==> src/rtl/lsu.sv <==
// Load/store unit: single-outstanding bus master that issues word-aligned
// requests, steers byte lanes for stores and aligns/extends load data.
module lsu (
    input  logic        clk,
    input  logic        rst_n,
    input  logic        lsu_en_i,
    input  logic        lsu_we_i,
    input  logic [1:0]  lsu_size_i,
    input  logic        lsu_sign_ext_i,
    input  logic [31:0] addr_i,
    input  logic [31:0] wdata_i,
    output logic        lsu_done_o,
    output logic        misaligned_o,
    output logic [31:0] rdata_o,
    output logic        data_req_o,
    input  logic        data_gnt_i,
    output logic [31:0] data_addr_o,
    output logic        data_we_o,
    output logic [3:0]  data_be_o,
    output logic [31:0] data_wdata_o,
    input  logic        data_rvalid_i,
    input  logic [31:0] data_rdata_i
);

    typedef enum logic [1:0] {
        IDLE,
        WAIT_GNT,
        WAIT_RVALID,
        MISALIGN
    } state_t;

    state_t      state, state_nxt;
    logic [31:0] addr_q, wdata_q;
    logic [1:0]  size_q;
    logic        we_q, sign_q;

    logic        misaligned;
    logic        issue;
    logic [31:0] cur_addr, cur_wdata;
    logic [1:0]  cur_size;
    logic        cur_we;
    logic [3:0]  be;
    logic [31:0] lane_wdata;
    logic [31:0] shifted;
    logic [31:0] load_data;

    assign misaligned = (lsu_size_i == 2'b01) ? addr_i[0]
                      : (lsu_size_i[1] ? |addr_i[1:0] : 1'b0);

    // rst_n gates the combinational issue path so nothing leaks out in reset
    assign issue = rst_n & (state == IDLE) & lsu_en_i & ~misaligned;

    always_ff @(posedge clk or negedge rst_n) begin
        if (!rst_n) begin
            state   <= IDLE;
            addr_q  <= '0;
            wdata_q <= '0;
            size_q  <= '0;
            we_q    <= 1'b0;
            sign_q  <= 1'b0;
        end else begin
            state <= state_nxt;
            if (state == IDLE && lsu_en_i) begin
                addr_q  <= addr_i;
                wdata_q <= wdata_i;
                size_q  <= lsu_size_i;
                we_q    <= lsu_we_i;
                sign_q  <= lsu_sign_ext_i;
            end
        end
    end

    always_comb begin
        state_nxt    = state;
        lsu_done_o   = 1'b0;
        misaligned_o = 1'b0;
        case (state)
            IDLE: begin
                if (lsu_en_i) begin
                    if (misaligned)      state_nxt = MISALIGN;
                    else if (data_gnt_i) state_nxt = WAIT_RVALID;
                    else                 state_nxt = WAIT_GNT;
                end
            end
            WAIT_GNT: begin
                if (data_gnt_i) state_nxt = WAIT_RVALID;
            end
            WAIT_RVALID: begin
                if (data_rvalid_i) begin
                    lsu_done_o = 1'b1;
                    state_nxt  = IDLE;
                end
            end
            MISALIGN: begin
                lsu_done_o   = 1'b1;
                misaligned_o = 1'b1;
                state_nxt    = IDLE;
            end
            default: state_nxt = IDLE;
        endcase
    end

    // Issue cycle drives straight from inputs; afterwards from the registers
    always_comb begin
        if (state == IDLE) begin
            cur_addr  = addr_i;
            cur_wdata = wdata_i;
            cur_size  = lsu_size_i;
            cur_we    = lsu_we_i;
        end else begin
            cur_addr  = addr_q;
            cur_wdata = wdata_q;
            cur_size  = size_q;
            cur_we    = we_q;
        end
    end

    always_comb begin
        case (cur_size)
            2'b00: begin
                be         = 4'b0001 << cur_addr[1:0];
                lane_wdata = {4{cur_wdata[7:0]}};
            end
            2'b01: begin
                be         = cur_addr[1] ? 4'b1100 : 4'b0011;
                lane_wdata = {2{cur_wdata[15:0]}};
            end
            default: begin
                be         = 4'b1111;
                lane_wdata = cur_wdata;
            end
        endcase
    end

    assign data_req_o   = issue | (state == WAIT_GNT);
    assign data_addr_o  = data_req_o ? {cur_addr[31:2], 2'b00} : 32'h0;
    assign data_we_o    = data_req_o & cur_we;
    assign data_be_o    = data_req_o ? be : 4'b0000;
    assign data_wdata_o = data_req_o ? lane_wdata : 32'h0;

    assign shifted = data_rdata_i >> {addr_q[1:0], 3'b000};

    always_comb begin
        case (size_q)
            2'b00:   load_data = sign_q ? {{24{shifted[7]}}, shifted[7:0]}
                                        : {24'h0, shifted[7:0]};
            2'b01:   load_data = sign_q ? {{16{shifted[15]}}, shifted[15:0]}
                                        : {16'h0, shifted[15:0]};
            default: load_data = shifted;
        endcase
    end

    assign rdata_o = (state == WAIT_RVALID && data_rvalid_i && !we_q)
                   ? load_data : 32'h0;

endmodule

==> config.mk <==
export PLATFORM = sky130hd
export DESIGN_NAME = lsu
export DESIGN_NICKNAME = d
export VERILOG_FILES = /design/src/rtl/lsu.sv
export SDC_FILE = /design/constraint.sdc
export NUM_CORES = 1
export LEC_CHECK = 0
export ABC_AREA = 1
export CORE_UTILIZATION = 25
export CTS_BUF_LIST = sky130_fd_sc_hd__clkbuf_8 sky130_fd_sc_hd__clkbuf_16
export CTS_CLUSTER_SIZE = 10
export DETAILED_ROUTE_END_ITERATION = 16
export DONT_BUFFER_PORTS = 1
export GPL_ROUTABILITY_DRIVEN = 0
export PLACE_DENSITY_LB_ADDON = 0.12
export SLEW_MARGIN = 0
export SYNTH_ARGS = -nofsm -noshare
export SYNTH_HDL_FRONTEND = slang
export SYNTH_SLANG_ARGS = --single-unit
==> constraint.sdc <==
create_clock -name clk -period 1.6 [get_ports clk]
set_clock_uncertainty 0.05 [all_clocks]
set_input_delay 0.08 -clock clk [delete_from_list [all_inputs] [get_ports clk]]
set_output_delay 0.08 -clock clk [all_outputs]
set_load 0.02 [all_outputs]
---- After elaboration in Yosys (flattened, before gate mapping) ----
Index checks and enable logic that the tools add are counted.
storage, ports and cells
  flip-flop bits (word level) ............. 70
  input bits .............................. 105
  output and inout bits ................... 104
  logic and storage cells ................. 57
cells by class
  equal/unequal tests ..................... 9
  shifts and indexed selects .............. 2
  multiplexer cells ....................... 25
  bitwise operators ....................... 6
  reductions and logical operators ........ 9
operators by type and width
  cell                                                                   number
  32-bit two-way mux                                                     7
  32-bit one-hot mux with 2 select lines                                 2
  32-bit by 5-bit >> shifter with 32-bit output                          1
  2-bit two-way mux                                                      6
  2-bit by 1-bit equality test with 1-bit output, second input constant  4
  4-bit two-way mux                                                      2
  2-bit one-hot mux with 4 select lines                                  1
  4-bit one-hot mux with 2 select lines                                  1
  2-bit zero test                                                        3
  2-bit != test, second input constant                                   3
  1-bit two-way mux                                                      5
  1-bit bitwise AND                                                      4
  2-bit equality test, second input constant                             2
  1-bit by 2-bit left shift with 4-bit output, first input constant      1
  1-bit logical AND                                                      3
  3-bit AND reduction                                                    1
  1-bit one-hot mux with 2 select lines                                  1
  2-bit OR reduction                                                     1
  1-bit zero test                                                        1
  1-bit NOT                                                              1
  1-bit bitwise OR                                                       1

---- Longest topological paths before layout ----
  word-level depth ........................ 7
  depth in mapped cells ................... 10
  mapped depth without buffers ............ 8

---- Worst setup path after synthesis ----
OpenSTA, ideal clock, no wires.
  path kind ............................... register to output
  start point ............................. reg addr_q[0]
  end point ............................... out rdata_o[0]
  arrival time ............................ 1,508 ps
  required time ........................... 1,470 ps
  slack ................................... -38 ps
  cell stages (with the launch flop) ...... 9
  path buffers ............................ 3
  cells stage by stage .................... dfrtp_1 buf_4 inv_2 buf_4 buf_2 nand2_1 nand2_1 nor2_1 nor3_1
between the ends
  longest elaborated chain between the ends .. 4
  elaborated cells on any way between the ends .. 5
  those cells by class .................... shift: 1; mux: 4
ends and longest elaborated chain
  item                                               line      source
  start: declaration                                 33        logic [31:0] addr_q, wdata_q;
  start signal: assignment                           64        addr_q <= addr_i;
  32-bit by 5-bit >> shifter with 32-bit output (*)  141       assign shifted = data_rdata_i >> {addr_q[1:0], 3'b000};
  32-bit two-way mux, on equally long branches       147, 145
  32-bit one-hot mux with 2 select lines (*)         144       case (size_q)
  32-bit two-way mux (*)                             154       ? load_data : 32'h0;
  end: declaration                                   14        output logic [31:0] rdata_o,
Mark *: on every way between the ends. The rest lies on a longest branch, timed or not.

---- Worst setup path in the final report ----
  start point ............................. reg state[0]
  end point ............................... out data_wdata_o[24]
between the ends
  longest elaborated chain between the ends .. 6
  elaborated cells on any way between the ends .. 12
  those cells by class .................... eq/ne: 2; mux: 4; bitwise: 4; reduce/logical: 2
ends and longest elaborated chain
  item                            line     source
  start: declaration              32       state_t state, state_nxt;
  start signal: assignment        62       state <= state_nxt;
  2-bit zero test                 51, 105
  1-bit bitwise AND (3 in a row)  51       assign issue = rst_n & (state == IDLE) & lsu_en_i & ~misaligned;
  1-bit bitwise OR                135      assign data_req_o = issue | (state == WAIT_GNT);
  32-bit two-way mux (*)          139      assign data_wdata_o = data_req_o ? lane_wdata : 32'h0;
  end: declaration                20       output logic [31:0] data_wdata_o,
Marked as above.

==> summary.txt <==
Final layout
  – Fraction of the core area covered by cells at the end of the flow: 0.4303
  – Fraction of layout cells with a size suffix above 1: 0.3464
  – Design Area, Final: between 8000 and 9000 µm²
  – Number of diodes added for antenna fixing: 0
  – Nets@finish: approximately 1.1k
  – Layout overhead on the synthesized area: 68.22%

Routing
  – First-pass DRT Iterations: 5
  – DR vias: a little under 6k
  – Detail-routed via count per cell: 4.536
  – Post-Route WL: 20.36 mm
  – DRC marker count from the first detailed-route iteration: between 200 and 250
  – Post-route DRC: 0
  – Drt wl/cell: 15.76 µm
  – Antenna viol nets, final: 0

Worst setup path
  – R2r setup slk: 0 ps
  – Worst setup SP type: register
  – Endpoint kind of the worst setup timing path: output port
  – Critical path start-end classification: reg -> out
  – Crit-path max FO: 25
  – Cell with the largest stage delay on the worst path: dfrtp_2
  – Slowest cell delay on critical path: 410 ps
  – WP data arrival: 1910 ps
  – Required arrival time at the worst endpoint: roughly 1500 ps
  – Critical path, cell by cell: nor2_4, buf_6, buf_8, o21ai_4, buf_12, nand2_1, o21ai_0, nor2_2, buf_4

Clock network
  – # clock sinks: 70
  – H-tree depth reported by CTS: 3
  – Hold-fix buffer count after cts: 73
  – Number of buffers on the longest clock path: 2
  – TritonCTS clock tree: built
  – Clock-pin slew reported for the worst setup and hold paths after clock tree synthesis: around 60 ps
  – Skew-Pair Late Insertion Delay: 340 ps
  – Clock buffer count from CTS: 9
  – Root buf cell: clkbuf_16

GRT
  – First-pass GRT wire length: 28.38 mm
  – Number of global-route vias before repair: 5226
  – Antenna violations before repair: 0
  – Grt ovf: 0
  – Maximum number of pins on one net before global-route repair: 80
  – Combined global-route utilization of all metal layers: 0.1693

Power
  – P per Cell Area: 2034 nW/µm²
  – Total leakage power: between 4 and 5 nW
  – Peak ir drop on the vdd network: ~860 µV

Logic synthesis
  – Gate Count Post-Synth: 836
  – Number of distinct standard cells referenced by the synthesized netlist: 29
  – Multiplexer fraction of the synthesized cell area: 0.002892
  – Sequential fraction of the synthesis area: 0.3373
  – Synthesized-area fraction occupied by xor and xnor cells: 0
  – Synth Register Bits: 70
  – Largest family of logic cells by synthesized area: simple AND/OR/NAND/NOR gates
  – Yosys warning count: 0
  – Synthesized cell area: slightly above 5000 µm²
  – Post-Synthesis Mean Instance Area: between 6 and 7 µm²
  – Share of the synthesized area in compound gates (AO/OA/AOI/OAI): 0.1839
  – Post-synthesis share of cell area spent on and, or, nand and nor gates: 0.3227
  – Fraction of the mapped netlist area in adder cells: 0

Run status
  – Violations in the final reports: negative hold slack, negative setup slack
  – Result of the run: finished with violations

Timing
  – F_max: between 400 and 500 MHz
  – Minimum clock period: roughly 2000 ps
  – RSZ-0062 raised after global routing: yes
  – Final clock period utilization by the worst path: 1.272
  – Number of setup violations in the final report: approximately 100
  – Final hold violations: 70
  – Number of slew-limit violations in the final report: 0
  – Minimum hold slack: -612.6 ps
  – Setup slack of the critical path after layout: -435.8 ps

Floorplan
  – Overall die area: 21350 µm²
  – Total I/O pin count: ~210
  – Width of the die: 146.1 µm
  – Die Height: about 150 µm
  – Core Region: 20300 µm²
  – Number of rows in the core area: 52
  – Effective utilization at floorplan: 0.2558

Min path
  – Min-delay worst type: in -> async

Place
  – Buffers on Ports: 0
  – Dpl ws: -113.0 ps
  – Half-perimeter wire length of the detailed placement result: roughly 13 mm
  – DP Area: 6265 µm²

Run
  – Number of max-cap violations: 0
worst paths after layout:
kind                        startpoint          endpoint  cells after the start
max                           state[0]  data_wdata_o[24]                      9
min                              rst_n       wdata_q[22]                      0
min reg2reg                wdata_q[24]       wdata_q[24]                      2
min in group clk              lsu_en_i         size_q[1]                      4
max in group asynchronous        rst_n         addr_q[1]                      0
max reg2reg                   state[0]              we_q                      7
sequential cells by signal, indices dropped and copies added, names as in the netlist:
register and flops:
we_q 1, wdata_q 32, sign_q 1, size_q 2, addr_q 32, state 2
layout by cell type (no fill, tap or decap), types with 2 or more instances in the layout:
| cell | n |
|---|---|
| a21oi_1 | 38 |
| a21oi_2 | 18 |
| a21oi_4 | 8 |
| buf_12 | 15 |
| buf_4 | 76 |
| buf_6 | 51 |
| clkbuf_16 | 17 |
| clkbuf_8 | 2 |
| clkinvlp_4 | 3 |
| conb_1 | 2 |
| dfrtp_1 | 68 |
| dfrtp_2 | 2 |
| dlygate4sd3_1 | 73 |
| inv_1 | 82 |
| inv_2 | 13 |
| inv_4 | 15 |
| nand2_1 | 192 |
| nand2_2 | 26 |
| nand2_4 | 21 |
| nand3_1 | 15 |
| nand3_2 | 15 |
| nand3_4 | 4 |
| nor2_1 | 84 |
| nor2_2 | 22 |
| nor2_4 | 18 |
| nor3_4 | 6 |
| o21ai_0 | 84 |
| o21ai_1 | 24 |
| o21ai_2 | 7 |
| o21ai_4 | 7 |
| o22ai_1 | 2 |
where the power goes:
part / internal, mW / total [mW] / switching [mW]
logic: 5.14 / 12.5 / 7.38
registers: 2.61 / 3.11 / 0.498
clock network: 1.29 / 2.13 / 0.841
cell usage after synthesis:
library cell	count	area, µm²
a21oi_1	64	320.3
and2_1	1	6.260
buf_2	14	70.07
buf_4	11	82.58
buf_6	13	146.4
clkbuf_1	19	71.32
conb_1	1	3.750
dfrtp_1	70	1752
inv_1	108	405.4
inv_2	2	7.510
inv_6	1	8.760
mux2_4	1	15.01
nand2_1	234	878.3
nand2_2	3	18.77
nand2_4	2	22.52
nand3_1	31	155.2
nand3_4	2	35.03
nand3b_1	1	7.510
nand3b_4	1	20.02
nand4_1	1	6.260
nor2_1	121	454.2
nor2_2	1	6.260
nor2_4	2	22.52
nor3_1	7	35.03
nor3b_1	1	7.510
o21ai_0	101	505.5
o21ai_1	20	100.1
o21ai_4	1	16.27
o22ai_1	2	12.51
what timing repair did:
item                                    CTS  global route
buffers inserted                          2            18
pin swaps                                 1            43
endpoints found under the setup margin  100           140
gates cloned                              0            11
endpoints found under the hold margin   140            70
gates resized for setup                  55           256
per-stage QoR:
stage | cells | power, mW | TNS [ps] | hold WS [ps]
floorplan | 837 | 9.274 | -55.81 | -265.6
global placement | 1173 | 12.35 | -2748 | -262.9
detailed placement | 1173 | 12.32 | -2746 | -262.8
CTS | 1264 | 15.02 | -36280 | -633.0
global route | 1292 | 19.05 | -42680 | -630.1
finish | 1292 | 17.77 | -33330 | -612.6
layout make-up:
| cell class | instances | area (µm²) |
|---|---|---|
| flip-flops and latches | 70 | 1754 |
| clock inverters | 5 | 57.56 |
| inverters | 111 | 459.2 |
| clock buffers | 11 | 252.7 |
| repair buffers | 225 | 2419 |
| well taps | 270 | 337.8 |
| fillers | 2117 | 11560 |
| multi-input cells | 600 | 3455 |
routing by layer:
layer / track usage / vias up / part of all wire / routed length (µm)
met1: 0.2091 / 2714 / 0.42 / 8543
met3: 0.03813 / 23 / 0.055 / 1120
met4: 0.04635 / 0 / 0.019 / 382
met2: 0.2947 / 161 / 0.51 / 10310
li1: - / 2962 / - / -
met5: 0 / - / 0 / 0
worst max-delay path: cells and delay by family, from the launching register on:
family | cells | cell delay, ps
flip-flops | 1 | 410
buffers and inverters | 4 | 620
AND/OR/NAND/NOR | 3 | 200
AO/OA/AOI/OAI | 2 | 340
cell families (layout without fill, tap and decap cells):
logic type,Yosys count,count (layout)
DFF,70,70
buffers and inverters,168,352
and+or+nand+nor,408,409
muxes,1,1
AOI/OAI and AO/OA,188,188
other,1,2
(Power assumes the default switching activity.)
